==> src/rtl/insertion_sort_stream.sv <==
// insertion_sort_stream: streaming insertion sorter with argsort output.
//
// Elements arrive one per cycle (i_valid/o_ready) and are inserted into a sorted register file
// in a single cycle using a parallel compare-and-shift. Once a frame closes (i_last, or the
// slot file is full), the sorted frame drains in order (o_valid/i_ready) with each value's
// arrival index.
//
// Ports:
//   i_clk, i_rst   clock, asynchronous active-high reset
//   i_clear        synchronous abort of the current frame (beats any same-cycle handshake)
//   i_desc         sort order (1 = descending), captured with the first element of a frame
//   i_valid, i_data, i_last, o_ready    input element stream
//   o_valid, o_data, o_idx, o_last, i_ready  sorted output stream
//   o_count        number of elements held in the current frame
module insertion_sort_stream #(
  parameter int unsigned SIZE_DATA  = 8,
  parameter int unsigned NUMBER_ARR = 8,
  parameter bit          SIGNED     = 1'b0,
  localparam int unsigned IDX_W     = $clog2(NUMBER_ARR),
  localparam int unsigned CNT_W     = $clog2(NUMBER_ARR + 1)
) (
  input  logic                 i_clk,
  input  logic                 i_rst,
  input  logic                 i_clear,
  input  logic                 i_desc,
  input  logic                 i_valid,
  input  logic [SIZE_DATA-1:0] i_data,
  input  logic                 i_last,
  output logic                 o_ready,
  output logic                 o_valid,
  output logic [SIZE_DATA-1:0] o_data,
  output logic [IDX_W-1:0]     o_idx,
  output logic                 o_last,
  input  logic                 i_ready,
  output logic [CNT_W-1:0]     o_count
);

  typedef enum logic {StFill, StDrain} state_e;

  state_e               state_q, state_d;
  logic [CNT_W-1:0]     cnt_q, cnt_d;
  logic [CNT_W-1:0]     rd_ptr_q, rd_ptr_d;
  logic                 desc_q, desc_d;
  logic [SIZE_DATA-1:0] data_q [NUMBER_ARR];
  logic [SIZE_DATA-1:0] data_d [NUMBER_ARR];
  logic [IDX_W-1:0]     idx_q  [NUMBER_ARR];
  logic [IDX_W-1:0]     idx_d  [NUMBER_ARR];

  // Slots at or after the insert position: occupied slots that compare strictly past the new
  // element, plus the first free slot. Because the file is sorted this is a contiguous run.
  logic [NUMBER_ARR-1:0] ge;

  function automatic logic greater(input logic [SIZE_DATA-1:0] a, input logic [SIZE_DATA-1:0] b);
    if (SIGNED) begin
      return $signed(a) > $signed(b);
    end
    return a > b;
  endfunction

  always_comb begin
    ge = '0;
    for (int unsigned k = 0; k < NUMBER_ARR; k++) begin
      if (CNT_W'(k) < cnt_q) begin
        ge[k] = desc_q ? greater(i_data, data_q[k]) : greater(data_q[k], i_data);
      end else if (CNT_W'(k) == cnt_q) begin
        ge[k] = 1'b1;
      end
    end
  end

  always_comb begin
    state_d  = state_q;
    cnt_d    = cnt_q;
    rd_ptr_d = rd_ptr_q;
    desc_d   = desc_q;
    data_d   = data_q;
    idx_d    = idx_q;

    if (i_clear) begin
      state_d  = StFill;
      cnt_d    = '0;
      rd_ptr_d = '0;
    end else begin
      unique case (state_q)
        StFill: begin
          if (i_valid) begin
            // Slot 0 can only receive the new element; higher slots take their lower
            // neighbour when the insert point lies below them.
            if (ge[0]) begin
              data_d[0] = i_data;
              idx_d[0]  = cnt_q[IDX_W-1:0];
            end
            for (int unsigned k = 1; k < NUMBER_ARR; k++) begin
              if (ge[k]) begin
                if (ge[k-1]) begin
                  data_d[k] = data_q[k-1];
                  idx_d[k]  = idx_q[k-1];
                end else begin
                  data_d[k] = i_data;
                  idx_d[k]  = cnt_q[IDX_W-1:0];
                end
              end
            end
            cnt_d = cnt_q + 1'b1;
            if (cnt_q == '0) begin
              desc_d = i_desc;
            end
            if (i_last || (cnt_q == CNT_W'(NUMBER_ARR - 1))) begin
              state_d  = StDrain;
              rd_ptr_d = '0;
            end
          end
        end
        StDrain: begin
          if (i_ready) begin
            if (rd_ptr_q == cnt_q - 1'b1) begin
              state_d  = StFill;
              cnt_d    = '0;
              rd_ptr_d = '0;
            end else begin
              rd_ptr_d = rd_ptr_q + 1'b1;
            end
          end
        end
        default: state_d = StFill;
      endcase
    end
  end

  always_ff @(posedge i_clk or posedge i_rst) begin
    if (i_rst) begin
      state_q  <= StFill;
      cnt_q    <= '0;
      rd_ptr_q <= '0;
      desc_q   <= 1'b0;
      for (int unsigned k = 0; k < NUMBER_ARR; k++) begin
        data_q[k] <= '0;
        idx_q[k]  <= '0;
      end
    end else begin
      state_q  <= state_d;
      cnt_q    <= cnt_d;
      rd_ptr_q <= rd_ptr_d;
      desc_q   <= desc_d;
      data_q   <= data_d;
      idx_q    <= idx_d;
    end
  end

  // All outputs come from registered state only.
  always_comb begin
    o_ready = (state_q == StFill);
    o_valid = (state_q == StDrain);
    o_data  = data_q[rd_ptr_q[IDX_W-1:0]];
    o_idx   = idx_q[rd_ptr_q[IDX_W-1:0]];
    o_last  = (state_q == StDrain) && (rd_ptr_q == cnt_q - 1'b1);
    o_count = cnt_q;
  end

endmodule

==> config.mk <==
export PLATFORM = sky130hd
export DESIGN_NAME = insertion_sort_stream
export DESIGN_NICKNAME = d
export VERILOG_FILES = /design/src/rtl/insertion_sort_stream.sv
export SDC_FILE = /design/constraint.sdc
export NUM_CORES = 1
export LEC_CHECK = 0
export BUFFER_PORTS_ARGS = -buffer_cell sky130_fd_sc_hd__buf_4
export CAP_MARGIN = 5
export CORE_ASPECT_RATIO = 1.2
export CORE_MARGIN = 2
export CORE_UTILIZATION = 30
export CTS_CLUSTER_SIZE = 25
export DETAILED_ROUTE_END_ITERATION = 8
export PLACE_DENSITY = 0.54
export SLEW_MARGIN = 15
export SYNTH_ARGS = -nofsm -noshare
export SYNTH_HDL_FRONTEND = slang
export SYNTH_SLANG_ARGS = --single-unit
export TNS_END_PERCENT = 100
==> constraint.sdc <==
create_clock -name i_clk -period 4.1 [get_ports i_clk]
set_input_delay 0.82 -clock i_clk [delete_from_list [all_inputs] [get_ports i_clk]]
set_output_delay 0.82 -clock i_clk [all_outputs]
set_load 0.005 [all_outputs]
* After elaboration in Yosys (flattened, before gate mapping)
Cells that the tools add are included.
** Word-level totals
- Register bits :: 98
- Input bits :: 15
- Output and inout bits :: 18
- Word-level logic and storage cells :: 139
** Cells by class
- Add/subtract/negate cells :: 3
- Order comparisons :: 25
- Equal/unequal tests :: 13
- Multiplexer cells :: 61
- Bitwise logic cells :: 3
- Reduce and logical (&&, ||, !) cells :: 14
** Operator list (count)
- $gt 8x8->1 :: 16
- $mux 8 :: 9
- $mux 4 :: 9
- $reduce_and 4->1 :: 9
- $mux 1 :: 29
- $mux 3 :: 9
- $bmux 8 s3 :: 1
- $eq 3x4->1 const A :: 4
- $lt 3x4->1 const A :: 4
- $pmux 4 s2 :: 2
- $bmux 3 s3 :: 1
- $add 4x1->4 const B :: 2
- $eq 2x4->1 const A :: 2
- $lt 1x4->1 const A :: 2
- $lt 2x4->1 const A :: 2
- $ne 3x2->1 const B :: 2
- $ne 3x3->1 const B :: 2
- $reduce_and 3->1 :: 2
- $eq 1x4->1 const A :: 1
- $eq 4x3->1 const B :: 1
- $eq 4x4->1 :: 1
- $ge 4x4->1 const B :: 1
- $logic_not 4->1 :: 1
- $not 3->4 :: 1
- 5 further kinds :: 6

* Depth between registers and ports, before layout
- Word-level depth :: 6
- Mapped depth :: 11
- Gate-level depth less buffers :: 9

* Worst setup path before layout
Ideal clock, no wire load.
- Kind :: input port to flip-flop
- Start point :: input i_data[1]
- End point :: register idx_q[2] in the netlist's numbering
- Setup time :: 125 ps
- Arrival :: 3250 ps
- Required time :: 3975 ps
- Path slack :: 726 ps
- Stages :: 11
- Path buffers :: 2
- Path through :: clkbuf_1 -> inv_1 -> ha_1 -> nor2b_1 -> o211ai_1 -> a21oi_1 -> or3_1 -> a31oi_4 -> buf_6 -> mux2_1 -> mux2_2
** Between the ends
- Word-level cells in the longest chain between the ends :: 4
- Elaborated cells on any way between the ends :: 10
- Classes of those cells :: order compare (4); mux (5); reduce/logical (1)
** RTL lines
- from (decl) :: line 27 : input logic [SIZE_DATA-1:0] i_data,
- $gt 8x8->1 :: line 57 : return a > b;
- $mux 1 :: line 64 : ge[k] = desc_q ? greater(i_data, data_q[k]) : greater(data_q[k], i_data);
- $mux 1 :: line 63 : if (CNT_W'(k) < cnt_q) begin
- $reduce_and 4->1 (no source line) / $mux 3 (equally long branches)
- to (signal assigned) :: line 146 : idx_q <= idx_d;
- to (decl) :: line 46 : logic [IDX_W-1:0] idx_q [NUMBER_ARR];
Parallel ways exist; a longest one is shown, timed or not.
A chain may end at the register's enable or synchronous reset.

* Final worst setup path
- Start point :: register cnt_q[1] (netlist: o_count[1])
- End point :: output o_last
** Between the ends
- Word-level cells in the longest chain between the ends :: 3
** RTL lines
- from (decl) :: line 41 : logic [CNT_W-1:0] cnt_q, cnt_d;
- from (signal assigned) :: line 142 : cnt_q <= cnt_d;
- $sub 4x1->4 :: line 156 : o_last = (state_q == StDrain) && (rd_ptr_q == cnt_q - 1'b1);
- $eq 4x4->1 :: line 156
- $logic_and 1x1->1 :: line 156
- to (decl) :: line 33 : output logic o_last,
Every way passes these cells.

==> impl_metrics.toml <==
[status]
status = "finished, final reports clean"

[detailed_routing]
dr.pass1.iters = 4
final_antenna_net_count = 0
drt_iter0_markers = 313
via_per_inst = 5.22
num_vias = 5234
drt-total-wl_mm = 20.6
drc_errors = 0
routedWlPerCell_um = 20.6

[place]
dp_cells = 986
place_congestion = 0.867
dpl.hpwl_mm = 15.2
portBuffers = 32

[synthesis]
syn_area_sq_um = 7220
synth_cell_types = 57
synth-seq-area-share_pct = 34.0
synth_seq_cells = 98
postSynthCellCount = 650
synthFlopType = "dfrtp_1"
async_reset_ff_share_pct = 100
syn_nets = 734
ys_warn_count = 0
avgSynthCellArea_sq_um = 11.1
synth_edf_count = 0

[floorplan]
die_area_sq_um = 25300
start_util_pct = 30.3
core_sq_um = 23800
die_y_um = 174
num_rows = 62
num_io_pins = 33
die_x_um = 146

[global_routing]
grt_pass1_vias = 5308
grt_pass1_wl_mm = 32.7
grt_overflow = 0
grt_max_degree = 80
grt_usage_pct = 16.9
grt_antenna_before_repair = 0

[cells_and_area]
final_cell_mix = "97 x dfrtp_1, 69 x ha_1, 56 x buf_4, 48 x mux2_1, 40 x mux2i_1"
syn2layout_area_growth_pct = 14.2
regArea_sq_um = 2450
drive_gt1_share_pct = 24.2
finalNetCount = 761
multi_input_area_sq_um = 4460
mostFrequentLayoutCell = "dfrtp_1"
n_antenna_cell = 0
final.fill_count = 2381
instances_no_fill = 1002

[sta]
slew_headroom_pct = 29.1
layout_worst_path_cycle_share_pct = 84.6
worst_slew_pin_slew_ns = 1.06
maxSlewViolCount = 0
fmax_mhz = 288
final-hold-violation-count = 0
setup_tns_ns = 0
rsz0062_at_grt = "false"
setup_viol_count_final = 0
fin_skew_ns = 0.0102
finalCriticalPeriod_ns = 3.47

[power]
powerDensity_nw_per_um2 = 425
leakagePower_nw = 3.89
p_total_mw = 3.51
vdd_ir_drop_max_mv = 0.188

[clock_tree]
clk_pin_slew_ns = 0.07
cts_setup_buffers = 0
ctsResizeCount = 0
numCtsBuffers = 9
cts_sinks = 98
h-tree-depth = 3
insertion_delay_ns = 0.36
cts_root_buf = "clkbuf_16"
clockBufferDepth = 2
cts_tree = "built"
cts_hold_buf = 0

[worst_setup_path]
slowest_delay_ns = 0.77
crit_top_cell = "xnor2_1"
cp.arrival_ns = 2.65
reg2reg_slack_ns = 1.00
critical_path.startpoint_type = "flip-flop"
cp_cell_sequence = "inv_1 > ha_1 > xnor2_1 > xnor2_1 > nor4_1 > and2_1 > buf_4"
worstPathMaxFanout = 19
cp_slowest_cell = "dfrtp_1"
cp-end-kind = "output pin"
criticalPathCategory = "flip-flop to output pin"
worstPathRequired_ns = 3.28

[flow_run]
cap_violations = 0

[hold_path]
hold_class = "flip-flop to flip-flop"
critical path, delay by kind of cell (launching register included):
kind                     cells  cell delay [ns]
adder cells (fa/ha/maj)      1             0.34
AND/OR/NAND/NOR              2             0.54
buffers and inverters        2             0.34
XOR/XNOR                     2             0.30
flip-flops                   1             0.77
metal layers:
layer | vias to the layer above | wire [um] | global-route usage, %
li1 | 2487 | - | -
met1 | 2614 | 9580 | 23.1
met2 | 105 | 9830 | 27.5
met3 | 28 | 692 | 2.18
met4 | 0 | 524 | 5.96
met5 | - | 0 | 0
final cells by class:
class / count / area share (%)
multi-input combinational: 485 / 54.1
sequential: 98 / 29.7
timing repair buffer: 58 / 5.58
tap: 320 / 4.85
clock buffer: 10 / 2.90
clock inverter: 6 / 1.65
inverter: 25 / 1.17
cells by family (layout without fill, tap and decap cells):
group / after synthesis / count (layout) / share of synthesized area [%]
AO/OA/AOI/OAI: 137 / 137 / 12.6
XOR/XNOR: 6 / 6 / 0.728
adder cells (fa/ha/maj): 69 / 69 / 12.0
buffers and inverters: 67 / 99 / 4.23
flip-flops: 98 / 98 / 34.0
multiplexers: 161 / 161 / 28.7
AND/OR/NAND/NOR: 112 / 112 / 7.87
power breakdown:
group	leakage, nW	switching, mW	total, mW	internal (mW)
Sequential	1.30	0.201	1.33	1.13
Clock	0.179	0.401	1.08	0.678
Combinational	2.41	0.539	1.10	0.562
Total	3.89	1.14	3.51	2.37
stage by stage:
step,area [sq um],util [%],hold WS (ns),worst slack [ns]
2_1_floorplan,7220,-,0.459,0.718
3_3_place_gp,7880,33.1,0.483,0.511
3_5_place_dp,7880,33.1,0.483,0.493
4_1_cts,8250,34.6,0.493,0.648
5_1_grt,8250,34.6,0.525,0.544
6_report,8250,34.6,0.494,0.630
cell usage after synthesis, types with 17 or more instances:
cell      number  share of area, %
dfrtp_1       98                34
mux2_1        48               7.5
clkbuf_1      19              0.99
nor2_1        26               1.4
nand4_1       17               1.5
mux2_2        35               5.5
ha_1          69                12
inv_1         23               1.2
mux4_2        22               6.9
o21ai_1       36               2.5
a21oi_1       38               2.6
mux2i_1       40               5.5
nand2_1       35               1.8
final timing paths:
kind | end | cells after the start | startpoint
hold / removal | rd_ptr_q[3] | 1 | rd_ptr_q[3]
setup / recovery | o_last | 7 | o_count[1]
setup reg to reg | data_q[14] | 7 | o_count[1]
hold reg to reg | rd_ptr_q[3] | 1 | rd_ptr_q[3]
max in group asynchronous | rd_ptr_q[0] | 3 | i_rst
min in group asynchronous | data_q[10] | 2 | i_rst
flip-flops by register name, indices dropped and copies added (netlist names):
register / cells
data_q: 64
desc_q: 1
idx_q: 24
o_count: 4
o_valid: 1
rd_ptr_q: 4
(Power assumes the default switching activity.)
